--- config.mk ---
export PLATFORM = sky130hd
export DESIGN_NAME = bt_tx_scheduler_flat
export DESIGN_NICKNAME = d
export VERILOG_FILES = /design/src/rtl/bt_tx_scheduler_if.sv /design/src/rtl/bt_tx_scheduler.sv /design/src/flat_wrapper.sv
export SDC_FILE = /design/constraint.sdc
export NUM_CORES = 1
export LEC_CHECK = 0
export ABC_AREA = 1
export CORE_AREA = 2 2 77 64
export DETAILED_ROUTE_END_ITERATION = 12
export DIE_AREA = 0 0 79 66
export PLACE_DENSITY = 0.77
export SLEW_MARGIN = 40
export SYNTH_ARGS = -nofsm -noshare
export SYNTH_HDL_FRONTEND = slang
export SYNTH_SLANG_ARGS = --single-unit
--- constraint.sdc ---
create_clock -name clk -period 2 [get_ports clk]
set_input_delay 0.2 -clock clk [delete_from_list [all_inputs] [get_ports clk]]
set_output_delay 0.2 -clock clk [all_outputs]
set_load 0.01 [all_outputs]
--- src/rtl/bt_tx_scheduler_if.sv ---
// Bundle of the source-side and transmitter-side signals of bt_tx_scheduler.
//
// Source A / source B : req_x, len_x, data_x  -> scheduler
//                       grant_x, rd_x, done_x <- scheduler
// Transmitter         : tx_data, send_data_btn <- scheduler
//                       finished_sending       -> scheduler
// Status              : busy                   <- scheduler
//
// master : the scheduler's view.
// slave  : the view of the surrounding logic (sources + bluetooth_tx).
interface bt_tx_scheduler_if;
    logic       req_a;
    logic [4:0] len_a;
    logic [7:0] data_a;
    logic       req_b;
    logic [4:0] len_b;
    logic [7:0] data_b;
    logic       grant_a;
    logic       grant_b;
    logic       rd_a;
    logic       rd_b;
    logic       done_a;
    logic       done_b;
    logic [7:0] tx_data;
    logic       send_data_btn;
    logic       finished_sending;
    logic       busy;

    modport master (
        input  req_a, len_a, data_a,
        input  req_b, len_b, data_b,
        input  finished_sending,
        output grant_a, grant_b, rd_a, rd_b, done_a, done_b,
        output tx_data, send_data_btn, busy
    );

    modport slave (
        output req_a, len_a, data_a,
        output req_b, len_b, data_b,
        output finished_sending,
        input  grant_a, grant_b, rd_a, rd_b, done_a, done_b,
        input  tx_data, send_data_btn, busy
    );
endinterface

--- src/rtl/bt_tx_scheduler.sv ---
// Round-robin scheduler sharing one bluetooth_tx UART transmitter between
// source A (stroke data) and source B (chat text).
//
// Every packet goes out as: SYNC_BYTE, header, len_eff payload bytes, checksum.
//   header   = {src, 2'b00, len_eff}   (src: 0 = A, 1 = B)
//   checksum = XOR of header and all payload bytes
//   len_eff  = min(len_x, MAX_LEN), sampled when the grant is issued
//
// Ports:
//   clk     system clock, shared with bluetooth_tx
//   rst_in  synchronous active-high reset, shared with bluetooth_tx
//   bus     bt_tx_scheduler_if.master
//           req_x/len_x/data_x  source request, length, current payload byte
//           grant_x             high for the whole packet of source x
//           rd_x                one-cycle pulse when data_x was captured
//           done_x              one-cycle pulse when the packet has gone out
//           tx_data             byte to transmit, stable while in flight
//           send_data_btn       send request, held until finished_sending
//           finished_sending    one-cycle pulse from bluetooth_tx per byte
//           busy                high whenever the scheduler is not idle
module bt_tx_scheduler #(
    parameter logic [7:0]  SYNC_BYTE = 8'hA5,
    parameter int unsigned MAX_LEN   = 16
) (
    input  logic               clk,
    input  logic               rst_in,
    bt_tx_scheduler_if.master  bus
);

    localparam logic [4:0] MAX_LEN_L = 5'(MAX_LEN);

    typedef enum logic [2:0] {
        IDLE,
        SYNC,
        HDR,
        PAYLOAD,
        CSUM,
        DONE
    } state_t;

    state_t     state;
    logic       src;          // source of the packet in progress: 0 = A, 1 = B
    logic       last_grant;   // source served last: 0 = A, 1 = B
    logic [4:0] len_eff;
    logic [4:0] cnt;
    logic [7:0] csum;
    logic       in_flight;    // a byte has been launched and not yet finished

    logic       grant_a_r;
    logic       grant_b_r;
    logic       rd_a_r;
    logic       rd_b_r;
    logic       done_a_r;
    logic       done_b_r;
    logic [7:0] tx_data_r;
    logic       send_r;

    // Arbitration and datapath helpers
    logic       pick_valid;
    logic       pick_b;
    logic [4:0] pick_len;
    logic [4:0] pick_len_eff;
    logic [7:0] cur_data;
    logic [7:0] header;
    logic [4:0] cnt_nxt;

    always_comb begin
        pick_valid   = bus.req_a | bus.req_b;
        // With both requesting, the source that was not served last wins.
        pick_b       = bus.req_b & (~bus.req_a | ~last_grant);
        pick_len     = pick_b ? bus.len_b : bus.len_a;
        pick_len_eff = (pick_len > MAX_LEN_L) ? MAX_LEN_L : pick_len;
        cur_data     = src ? bus.data_b : bus.data_a;
        header       = {src, 2'b00, len_eff};
        cnt_nxt      = cnt + 5'd1;
    end

    // Every byte state follows the same two-phase pattern: on entry
    // (in_flight = 0) the byte is launched and send_data_btn raised; the
    // state then waits for finished_sending, drops send_data_btn and moves
    // on. Dropping send_data_btn in the finish cycle guarantees it is low
    // when bluetooth_tx is back in its idle state, so no byte is resent.
    // finished_sending seen while nothing is in flight is ignored.
    always_ff @(posedge clk) begin
        if (rst_in) begin
            state      <= IDLE;
            src        <= 1'b0;
            last_grant <= 1'b1;
            len_eff    <= '0;
            cnt        <= '0;
            csum       <= '0;
            in_flight  <= 1'b0;
            grant_a_r  <= 1'b0;
            grant_b_r  <= 1'b0;
            rd_a_r     <= 1'b0;
            rd_b_r     <= 1'b0;
            done_a_r   <= 1'b0;
            done_b_r   <= 1'b0;
            tx_data_r  <= '0;
            send_r     <= 1'b0;
        end else begin
            rd_a_r   <= 1'b0;
            rd_b_r   <= 1'b0;
            done_a_r <= 1'b0;
            done_b_r <= 1'b0;

            case (state)
                IDLE: begin
                    in_flight <= 1'b0;
                    if (pick_valid) begin
                        src       <= pick_b;
                        grant_a_r <= ~pick_b;
                        grant_b_r <= pick_b;
                        len_eff   <= pick_len_eff;
                        cnt       <= '0;
                        csum      <= '0;
                        state     <= SYNC;
                    end
                end

                SYNC: begin
                    if (!in_flight) begin
                        tx_data_r <= SYNC_BYTE;
                        send_r    <= 1'b1;
                        in_flight <= 1'b1;
                    end else if (bus.finished_sending) begin
                        send_r    <= 1'b0;
                        in_flight <= 1'b0;
                        state     <= HDR;
                    end
                end

                HDR: begin
                    if (!in_flight) begin
                        tx_data_r <= header;
                        csum      <= header;
                        send_r    <= 1'b1;
                        in_flight <= 1'b1;
                    end else if (bus.finished_sending) begin
                        send_r    <= 1'b0;
                        in_flight <= 1'b0;
                        state     <= (len_eff == 5'd0) ? CSUM : PAYLOAD;
                    end
                end

                PAYLOAD: begin
                    if (!in_flight) begin
                        tx_data_r <= cur_data;
                        csum      <= csum ^ cur_data;
                        rd_a_r    <= ~src;
                        rd_b_r    <= src;
                        send_r    <= 1'b1;
                        in_flight <= 1'b1;
                    end else if (bus.finished_sending) begin
                        send_r    <= 1'b0;
                        in_flight <= 1'b0;
                        cnt       <= cnt_nxt;
                        if (cnt_nxt == len_eff) begin
                            state <= CSUM;
                        end
                    end
                end

                CSUM: begin
                    if (!in_flight) begin
                        tx_data_r <= csum;
                        send_r    <= 1'b1;
                        in_flight <= 1'b1;
                    end else if (bus.finished_sending) begin
                        send_r    <= 1'b0;
                        in_flight <= 1'b0;
                        // done_x is high during the DONE cycle, while grant_x
                        // is still up; the source can drop req_x before IDLE
                        // re-arbitrates.
                        done_a_r  <= ~src;
                        done_b_r  <= src;
                        state     <= DONE;
                    end
                end

                DONE: begin
                    grant_a_r  <= 1'b0;
                    grant_b_r  <= 1'b0;
                    last_grant <= src;
                    state      <= IDLE;
                end

                default: begin
                    state <= IDLE;
                end
            endcase
        end
    end

    assign bus.grant_a       = grant_a_r;
    assign bus.grant_b       = grant_b_r;
    assign bus.rd_a          = rd_a_r;
    assign bus.rd_b          = rd_b_r;
    assign bus.done_a        = done_a_r;
    assign bus.done_b        = done_b_r;
    assign bus.tx_data       = tx_data_r;
    assign bus.send_data_btn = send_r;
    assign bus.busy          = (state != IDLE);

endmodule

--- src/flat_wrapper.sv ---
// flat-port wrapper written by rule: the top's interface ports become plain ports
module bt_tx_scheduler_flat 
#(
    parameter logic [7:0]  SYNC_BYTE = 8'hA5,
    parameter int unsigned MAX_LEN   = 16
)
  (clk, rst_in, bus_req_a, bus_len_a, bus_data_a, bus_req_b, bus_len_b, bus_data_b, bus_finished_sending, bus_grant_a, bus_grant_b, bus_rd_a, bus_rd_b, bus_done_a, bus_done_b, bus_tx_data, bus_send_data_btn, bus_busy);
  bt_tx_scheduler_if bus_i ();
  input  logic clk;
  input  logic rst_in;
  input wire logic [$bits(bus_i.req_a)-1:0] bus_req_a;
  input wire logic [$bits(bus_i.len_a)-1:0] bus_len_a;
  input wire logic [$bits(bus_i.data_a)-1:0] bus_data_a;
  input wire logic [$bits(bus_i.req_b)-1:0] bus_req_b;
  input wire logic [$bits(bus_i.len_b)-1:0] bus_len_b;
  input wire logic [$bits(bus_i.data_b)-1:0] bus_data_b;
  input wire logic [$bits(bus_i.finished_sending)-1:0] bus_finished_sending;
  output wire logic [$bits(bus_i.grant_a)-1:0] bus_grant_a;
  output wire logic [$bits(bus_i.grant_b)-1:0] bus_grant_b;
  output wire logic [$bits(bus_i.rd_a)-1:0] bus_rd_a;
  output wire logic [$bits(bus_i.rd_b)-1:0] bus_rd_b;
  output wire logic [$bits(bus_i.done_a)-1:0] bus_done_a;
  output wire logic [$bits(bus_i.done_b)-1:0] bus_done_b;
  output wire logic [$bits(bus_i.tx_data)-1:0] bus_tx_data;
  output wire logic [$bits(bus_i.send_data_btn)-1:0] bus_send_data_btn;
  output wire logic [$bits(bus_i.busy)-1:0] bus_busy;
  assign bus_i.req_a = bus_req_a;
  assign bus_i.len_a = bus_len_a;
  assign bus_i.data_a = bus_data_a;
  assign bus_i.req_b = bus_req_b;
  assign bus_i.len_b = bus_len_b;
  assign bus_i.data_b = bus_data_b;
  assign bus_i.finished_sending = bus_finished_sending;
  assign bus_grant_a = bus_i.grant_a;
  assign bus_grant_b = bus_i.grant_b;
  assign bus_rd_a = bus_i.rd_a;
  assign bus_rd_b = bus_i.rd_b;
  assign bus_done_a = bus_i.done_a;
  assign bus_done_b = bus_i.done_b;
  assign bus_tx_data = bus_i.tx_data;
  assign bus_send_data_btn = bus_i.send_data_btn;
  assign bus_busy = bus_i.busy;
  bt_tx_scheduler #(.SYNC_BYTE(SYNC_BYTE), .MAX_LEN(MAX_LEN)) u_core (.clk(clk), .rst_in(rst_in), .bus(bus_i));
endmodule
-- After elaboration in Yosys (flattened, before gate mapping)
Index checks and enable logic that the tools add are counted.
- flip-flop bits (word level): 39
- latch bits: 0
- RAM bits: 0
- ROM bits: 0
- input bits: 31
- output and inout port bits: 16
- word-level logic and storage cells: 104
- memories kept: 0
- add/sub/neg operators: 1
- $mul: 0
- divide/modulo/power cells: 0
- order comparisons: 1
- equal/unequal tests: 21
- shift-type cells: 0
- muxes and demuxes: 36
- bitwise logic cells: 12
- reduce and logical (&&, ||, !) cells: 18
- operator list (cell ; count):
    $mux 8 ; 7
    $mux 3 ; 11
    $pmux 8 s4 ; 1
    $mux 5 ; 5
    $pmux 8 s3 ; 1
    $ne 2x2->1 const B ; 9
    $pmux 3 s5 ; 1
    $ne 2x1->1 const B ; 6
    $pmux 5 s2 ; 1
    $reduce_and 10->1 ; 1
    $not 1->1 ; 8
    $reduce_and 4->1 ; 2
    $reduce_or 4->1 ; 2
    $xor 8x8->8 ; 1
    $eq 3x2->1 const B ; 2
    $eq 3x3->1 const B ; 2
    $mux 1 ; 6
    $pmux 1 s2 ; 3
    $reduce_and 2->1 ; 3
    $reduce_bool 2->1 ; 3
    $reduce_bool 3->1 ; 2
    $add 5x1->5 const B ; 1
    $eq 5x5->1 ; 1
    $gt 5x5->1 const B ; 1
    other kinds (8) ; 9

-- Depth between registers and ports, before layout
Gate-level depths: netlist of the first run.
- word-level depth: 6
- gate-level depth with buffers: 12
- mapped depth without buffers: 12

-- Worst setup path after synthesis of the first run
No wires, ideal clock.
- path kind: register -> register
- start: register u_core.cnt[0]
- end: register u_core.state[2]
- library setup time: 115 ps
- data arrival time: 1313 ps
- path slack: 572 ps
- cell stages (with the launch flop): 12
- buffers on the path: 0
- path through: dfxtp_1 > ha_1 > nand2_1 > nand2_1 > nor2_1 > nand3_1 > nor2_1 > nand2_1 > nand2_1 > nand3_1 > nand2_1 > nor2_1
- longest elaborated chain between the ends: 4
- RTL lines (item ; line ; source):
    from (decl) ; bt_tx_scheduler.sv:45 ; logic [4:0] cnt;
    from (signal assigned) ; bt_tx_scheduler.sv:157 ; cnt <= cnt_nxt;
    $add 5x1->5 ; bt_tx_scheduler.sv:75 ; cnt_nxt = cnt + 5'd1;
    $eq 5x5->1 ; bt_tx_scheduler.sv:158 ; if (cnt_nxt == len_eff) begin
    $ne 2x1->1 (no line) ; - ;
    $reduce_and 10->1 (no line) ; - ;
    to (signal assigned) ; bt_tx_scheduler.sv:142 ; state <= (len_eff == 5'd0) ? CSUM : PAYLOAD;
    to (decl) ; bt_tx_scheduler.sv:41 ; state_t state;
No other way between the ends.
A chain may end at the register's enable or synchronous reset.

-- Worst setup path in the final report of the first run
- start: register u_core.state[1]
- end: output bus_busy
- longest elaborated chain between the ends: 1
- RTL lines (item ; line ; source):
    $reduce_bool 3->1 ; bt_tx_scheduler.sv:203 ; assign bus.busy = (state != IDLE);
    to (decl) ; flat_wrapper.sv:26 ; output wire logic [$bits(bus_i.busy)-1:0] bus_busy;
No other way between the ends.

==> results of run 1 <==
-- through the flow --
step | instance area (um^2) | worst slack [ps] | total power [mW] | hold WS, ps | instances
floorplan | 2157 | 571.7 | 2.027 | 278.7 | 323
global placement | 2675 | 298.9 | 2.431 | 452.3 | 426
detailed placement | 2675 | 263.4 | 2.447 | 456.8 | 426
CTS | 2756 | 163.3 | 2.962 | 468.1 | 434
global route | 2756 | 67.90 | 3.197 | 483.7 | 434
finish | 2756 | 172.0 | 2.962 | 465.2 | 434
-- flip-flops by register name, summed over array words and instances, names as in the netlist, 3 cells and up --
name                cells
u_core.state            3
u_core.bus.tx_data      8
u_core.len_eff          5
u_core.csum             8
u_core.cnt              5
-- where the power goes --
group,total (mW),switching (mW),internal [mW]
clock,0.510,0.265,0.245
sequential,1.08,0.140,0.937
combinational,1.38,0.838,0.537
-- critical path: cells and delay by family, from the launching register on --
family	cells	cell delay, ps
buffers and inverters	3	630
and+or+nand+nor	2	340
DFF	1	360
-- routing by layer --
metal | track usage | vias to the layer above | part of all wire
met5 | 0 | - | 0
met4 | 0.08190 | 0 | 0.011
met3 | 0.04645 | 6 | 0.054
met2 | 0.3422 | 49 | 0.44
met1 | 0.3000 | 1007 | 0.49
li1 | - | 1144 | -
-- area by class of cell --
type	count	area, um^2	share of cell area
clock buffer	7	76.32	0.02769
clock inverter	1	5.005	0.001816
inverter	36	135.1	0.04902
multi-input combinational	241	1194	0.4330
sequential	39	780.7	0.2833
tap	60	75.07	0.02724
timing repair buffer	50	490.5	0.1779
-- cell usage in the layout, fill, tap and decap left out, types with 5 or more instances in the layout --
cell type / synthesis / layout
a21oi_1: 30 / 30
clkdlybuf4s50_1: 0 / 46
inv_1: 33 / 33
nand3_2: 5 / 5
nand2_1: 112 / 112
o21ai_0: 19 / 19
nand3_1: 15 / 15
dfxtp_1: 39 / 39
clkbuf_8: 0 / 5
a21oi_2: 6 / 6
nor2_1: 21 / 21
-- final timing paths --
path,depth (start not counted),endpoint,from
setup / recovery,5,bus_busy,u_core.state[1]$_SDFFE_PP0P_
hold / removal,2,u_core.bus.tx_data[3]$_SDFFE_PP0P_,u_core.bus.tx_data[3]$_SDFFE_PP0P_
setup reg to reg,9,u_core.bus.tx_data[3]$_SDFFE_PP0P_,u_core.state[2]$_SDFFE_PP0P_
hold reg to reg,2,u_core.bus.tx_data[3]$_SDFFE_PP0P_,u_core.bus.tx_data[3]$_SDFFE_PP0P_
-- kinds of logic (layout without fill, tap and decap cells) --
family,count (synthesis),count (layout),synth area share
buf+inv,43,94,0.08468
compound gates,66,66,0.1839
simple gates,174,174,0.3637
fa+ha+maj,1,1,0.005800
flops,39,39,0.3619
==> impl_results.md, run 1 <==
* Run status: complete, no violations
* Total Negative Setup Slacks at 0 ps
* YS warnings at 0
* Router iterations before antenna repair at 5
* Mapped Area at 2157 um^2
* First-pass GRT wire length at 8997 um
* Worst Setup Path Type: flip-flop to output port
* Area growth from synthesis to layout at 27.78%
* Core region area at 4459 um^2
* Crit share post-route at 0.9140
* Peak per-stage delay on the critical path at 480 ps
* Post-synth top cells: nand2_1, dfxtp_1, inv_1, a21oi_1, nor2_1
* Syn_area_per_cell at 6.678 um^2
* Clock-pin slew on the worst setup and hold paths at 70 ps
* Max Buffers Root-to-Sink at 2
* GPL Wtd Cong at 0.8587
* DRT antenna net count at 0
* Via total after detailed routing at 2206
* Crit path required time at 1800 ps
* N_diodes at 0
* Top-count cell post-synth: nand2_1
* GR Util All Layers at 0.2199
* DIE WIDTH at 79 um
* Synth Register Bits at 39
* Final Core Density at 0.6181
* Seq/Total Area, Yosys at 0.3619
* # resized after CTS at 0
* RSZ-0062 raised after global routing: false
* CTS Buf Count at 5
* CTS root buffer: clkbuf_8
* Final wirelength at 5372 um
* Net Count, Synth at 355
* Pin count of the biggest net entering global routing at 22
* Proportion of layout cells with a drive suffix above 1 at 0.1043
* Max Cap Viol at 0
* Synth top area cells: dfxtp_1, nand2_1, a21oi_1, inv_1, o21ai_0
* H-Tree Depth at 2
* Synth top area share at 0.3619
* Final nets at 405
* CP endpoint kind: output port
* Cell Rows at 22
* # hold bufs at CTS at 0
* Post-CTS Setup Repair Bufs at 0
* Fillers at 423
* Clk_lat worst skew at 290 ps
* Starting Density at 0.4837
* Worst-Margin Slew at 486.2 ps
* Routed wire per std cell at 12.38 um
* Grt ovf at 0
* Predominant post-synthesis flop cell: dfxtp_1
* Post-Synthesis Cells at 323
* PwrDens at 1075 nW/um^2
* Final-report hold violation count at 0
* CP startpoint kind: flip-flop
* Vias in the first global route at 2066
* Antenna violations before repair at 0
* Critical path fanouts, max at 4
* Unique masters post-synth at 36
* HPWL Detailed at 4055 um
* Slew Viols, Final at 0
* Worst-path cell chain: nor2_2 -> inv_2 -> nor2_4 -> inv_1 -> clkdlybuf4s50_1
* Via density at 5.083
* FFs w/ async S/R, synth at 0
* Min-delay worst type: flip-flop to flip-flop
* P_leak at 1.131 nW
* Endpoints failing setup at 0
* Worst vdd ir at 0.8244 mV
* Fmax at 547.1 MHz
* Max_slew headroom at 0.6746
* Die height at 66 um
* Io pins at 47
* Clock sinks at 39
* Drt drc at 0
* Final min period at 1828 ps
* PortBufs at 46
* Die area at 5214 um^2
* Yosys top cell by area: dfxtp_1
* CP arrival at 1630 ps
* CP max stage cell: clkdlybuf4s50_1
* Post-synth EDFFs at 0
* Final Skew at 3.800 ps
* Worst R2R Setup Slack at 350 ps
* Iteration-0 DRC count of the detailed router at 171
* CTS tree: built
(Power assumes the default switching activity.)
==> inputs of run 2 (changes only) <==
--- a/config.mk
+++ b/config.mk
@@ -14,3 +14,4 @@
 export SYNTH_ARGS = -nofsm -noshare
 export SYNTH_HDL_FRONTEND = slang
 export SYNTH_SLANG_ARGS = --single-unit
+export TNS_END_PERCENT = 50
==> results of run 2 <==
The final DEF is identical to that of run 1; final timing and power are the same.
==> inputs of run 3 (changes only) <==
--- a/config.mk
+++ b/config.mk
@@ -6,10 +6,12 @@
 export NUM_CORES = 1
 export LEC_CHECK = 0
 export ABC_AREA = 1
-export CORE_AREA = 2 2 77 64
+export CELL_PAD_IN_SITES_DETAIL_PLACEMENT = 1
+export CELL_PAD_IN_SITES_GLOBAL_PLACEMENT = 1
+export CORE_AREA = 2 2 91 76
 export DETAILED_ROUTE_END_ITERATION = 12
-export DIE_AREA = 0 0 79 66
-export PLACE_DENSITY = 0.77
+export DIE_AREA = 0 0 93 78
+export PLACE_DENSITY_LB_ADDON = 0.1
 export SLEW_MARGIN = 40
 export SYNTH_ARGS = -nofsm -noshare
 export SYNTH_HDL_FRONTEND = slang
==> run 3 against run 2 <==
Compared with the run above:
- largest cell class unchanged
- worst setup slack lost 66 ps
- clock skew up 6.0 ps
- worst hold slack gained 3.6 ps
- sequential power is essentially flat
- final area grew 1.1%
- combinational power up 3%
- critical path depth stayed put
- critical path type unchanged
- via count is essentially flat
- critical endpoint unchanged
==> impl_results.md, run 3 (same netlist as run 1, synthesis figures left out) <==
* Run status: complete, no violations
* Clk_lat worst skew at 300 ps
* Most common cell after layout, fill and taps aside: nand2_1
* Slew Viols, Final at 0
* Cell Rows at 26
* Crit share post-route at 0.9469
* Starting Density at 0.3454
* CP arrival at 1690 ps
* Worst Setup Path Type: flip-flop to output port
* DIE WIDTH at 93 um
* Dpl cells at 450
* Max Buffers Root-to-Sink at 2
* Worst vdd ir at 0.5000 mV
* Final min period at 1894 ps
* Drt drc at 0
* Worst-Margin Slew at 546.7 ps
* Total Negative Setup Slacks at 0 ps
* Die height at 78 um
* Iteration-0 DRC count of the detailed router at 66
* Min-delay worst type: flip-flop to flip-flop
* Finished Layout Cells at 458
* CTS Buf Count at 5
* DRT antenna net count at 0
* Via total after detailed routing at 2205
* Fmax at 528.0 MHz
* # hold bufs at CTS at 0
* Via density at 4.814
* First-pass GRT wire length at 10690 um
* Core region area at 6246 um^2
* Grt ovf at 0
* Max_slew headroom at 0.6351
* Final nets at 405
* Area growth from synthesis to layout at 29.18%
* N_diodes at 0
* Commonest cells after routing, fill and taps aside: nand2_1, clkdlybuf4s50_1, dfxtp_1
* Placement Cell Area at 2705 um^2
* CTS tree: built
* P_leak at 1.131 nW
* HPWL Detailed at 4811 um
* H-Tree Depth at 2
* Clock-pin slew on the worst setup and hold paths at 90 ps
* Final Core Density at 0.4461
* Max Cap Viol at 0
* Die area at 7254 um^2
* Pin count of the biggest net entering global routing at 22
* CTS root buffer: clkbuf_8
* Final-report hold violation count at 0
* Fin area at 2786 um^2
* Post-CTS Setup Repair Bufs at 0
* # resized after CTS at 0
* CP startpoint kind: flip-flop
* Antenna violations before repair at 0
* RSZ-0062 raised after global routing: false
* Endpoints failing setup at 0
* Final Skew at 9.784 ps
* PwrDens at 1089 nW/um^2
* Routed wire per std cell at 13.60 um
* GPL Wtd Cong at 0.7757
* Io pins at 47
* Final wirelength at 6228 um
* PortBufs at 46
* Critical path fanouts, max at 4
* Vias in the first global route at 2195
* GR Util All Layers at 0.1852
* Proportion of layout cells with a drive suffix above 1 at 0.1043
* Crit path required time at 1800 ps
* Router iterations before antenna repair at 4
* CP endpoint kind: output port
* Clock sinks at 39
-- run 3: cell counts in the layout (fill, tap and decap cells not counted) --
Identical to the previous run, type by type.
-- run 3: where the power goes --
part | switching [mW] | internal, mW | total, mW | leakage, nW
sequential | 0.141 | 0.937 | 1.08 | 0.318
combinational | 0.881 | 0.537 | 1.42 | 0.771
clock | 0.292 | 0.245 | 0.538 | 0.0422
total | 1.31 | 1.72 | 3.03 | 1.13
-- run 3: metal layers --
layer,wire length (um),up-vias,global-route usage
li1,-,1142,-
met1,3355,1026,0.2748
met2,2629,30,0.2710
met3,180,7,0.03301
met4,63,0,0.05588
met5,0,-,0
-- run 3: area by class of cell --
type                    instances  area [um^2]
multi-input cells             241         1194
fillers                       813         3460
repair buffers                 50        490.5
clock buffers                   7        76.32
clock inverters                 1        5.005
well taps                      84        105.1
inverters                      36        135.1
flip-flops and latches         39        780.7
-- run 3: stage by stage --
step	setup WS [ps]	hold WS (ps)	power [mW]
after floorplan	571.7	278.7	2.027
after global placement	261.4	453.5	2.487
after detailed placement	230.5	461.0	2.512
after CTS	110.2	472.4	3.051
after global routing	11.20	493.8	3.277
final	106.1	468.8	3.033
-- run 3: worst max-delay path, cell delays in order (launching register included) --
cell and delay (ps):
dfxtp_1 370, nor2_2 210, inv_2 90, nor2_4 170, inv_1 80, clkdlybuf4s50_1 480
-- run 3: worst paths after layout --
kind / start / endpoint / slack, ps / cells past startpoint
worst max-delay path: u_core.state[1]$_SDFFE_PP0P_ / bus_busy / 110 / 5
worst min-delay path: u_core.bus.tx_data[4]$_SDFFE_PP0P_ / u_core.bus.tx_data[4]$_SDFFE_PP0P_ / 470 / 2
worst max register to register: u_core.cnt[0]$_SDFFE_PP0P_ / u_core.state[2]$_SDFFE_PP0P_ / 270 / 12
worst min register to register: u_core.bus.tx_data[4]$_SDFFE_PP0P_ / u_core.bus.tx_data[4]$_SDFFE_PP0P_ / 470 / 2
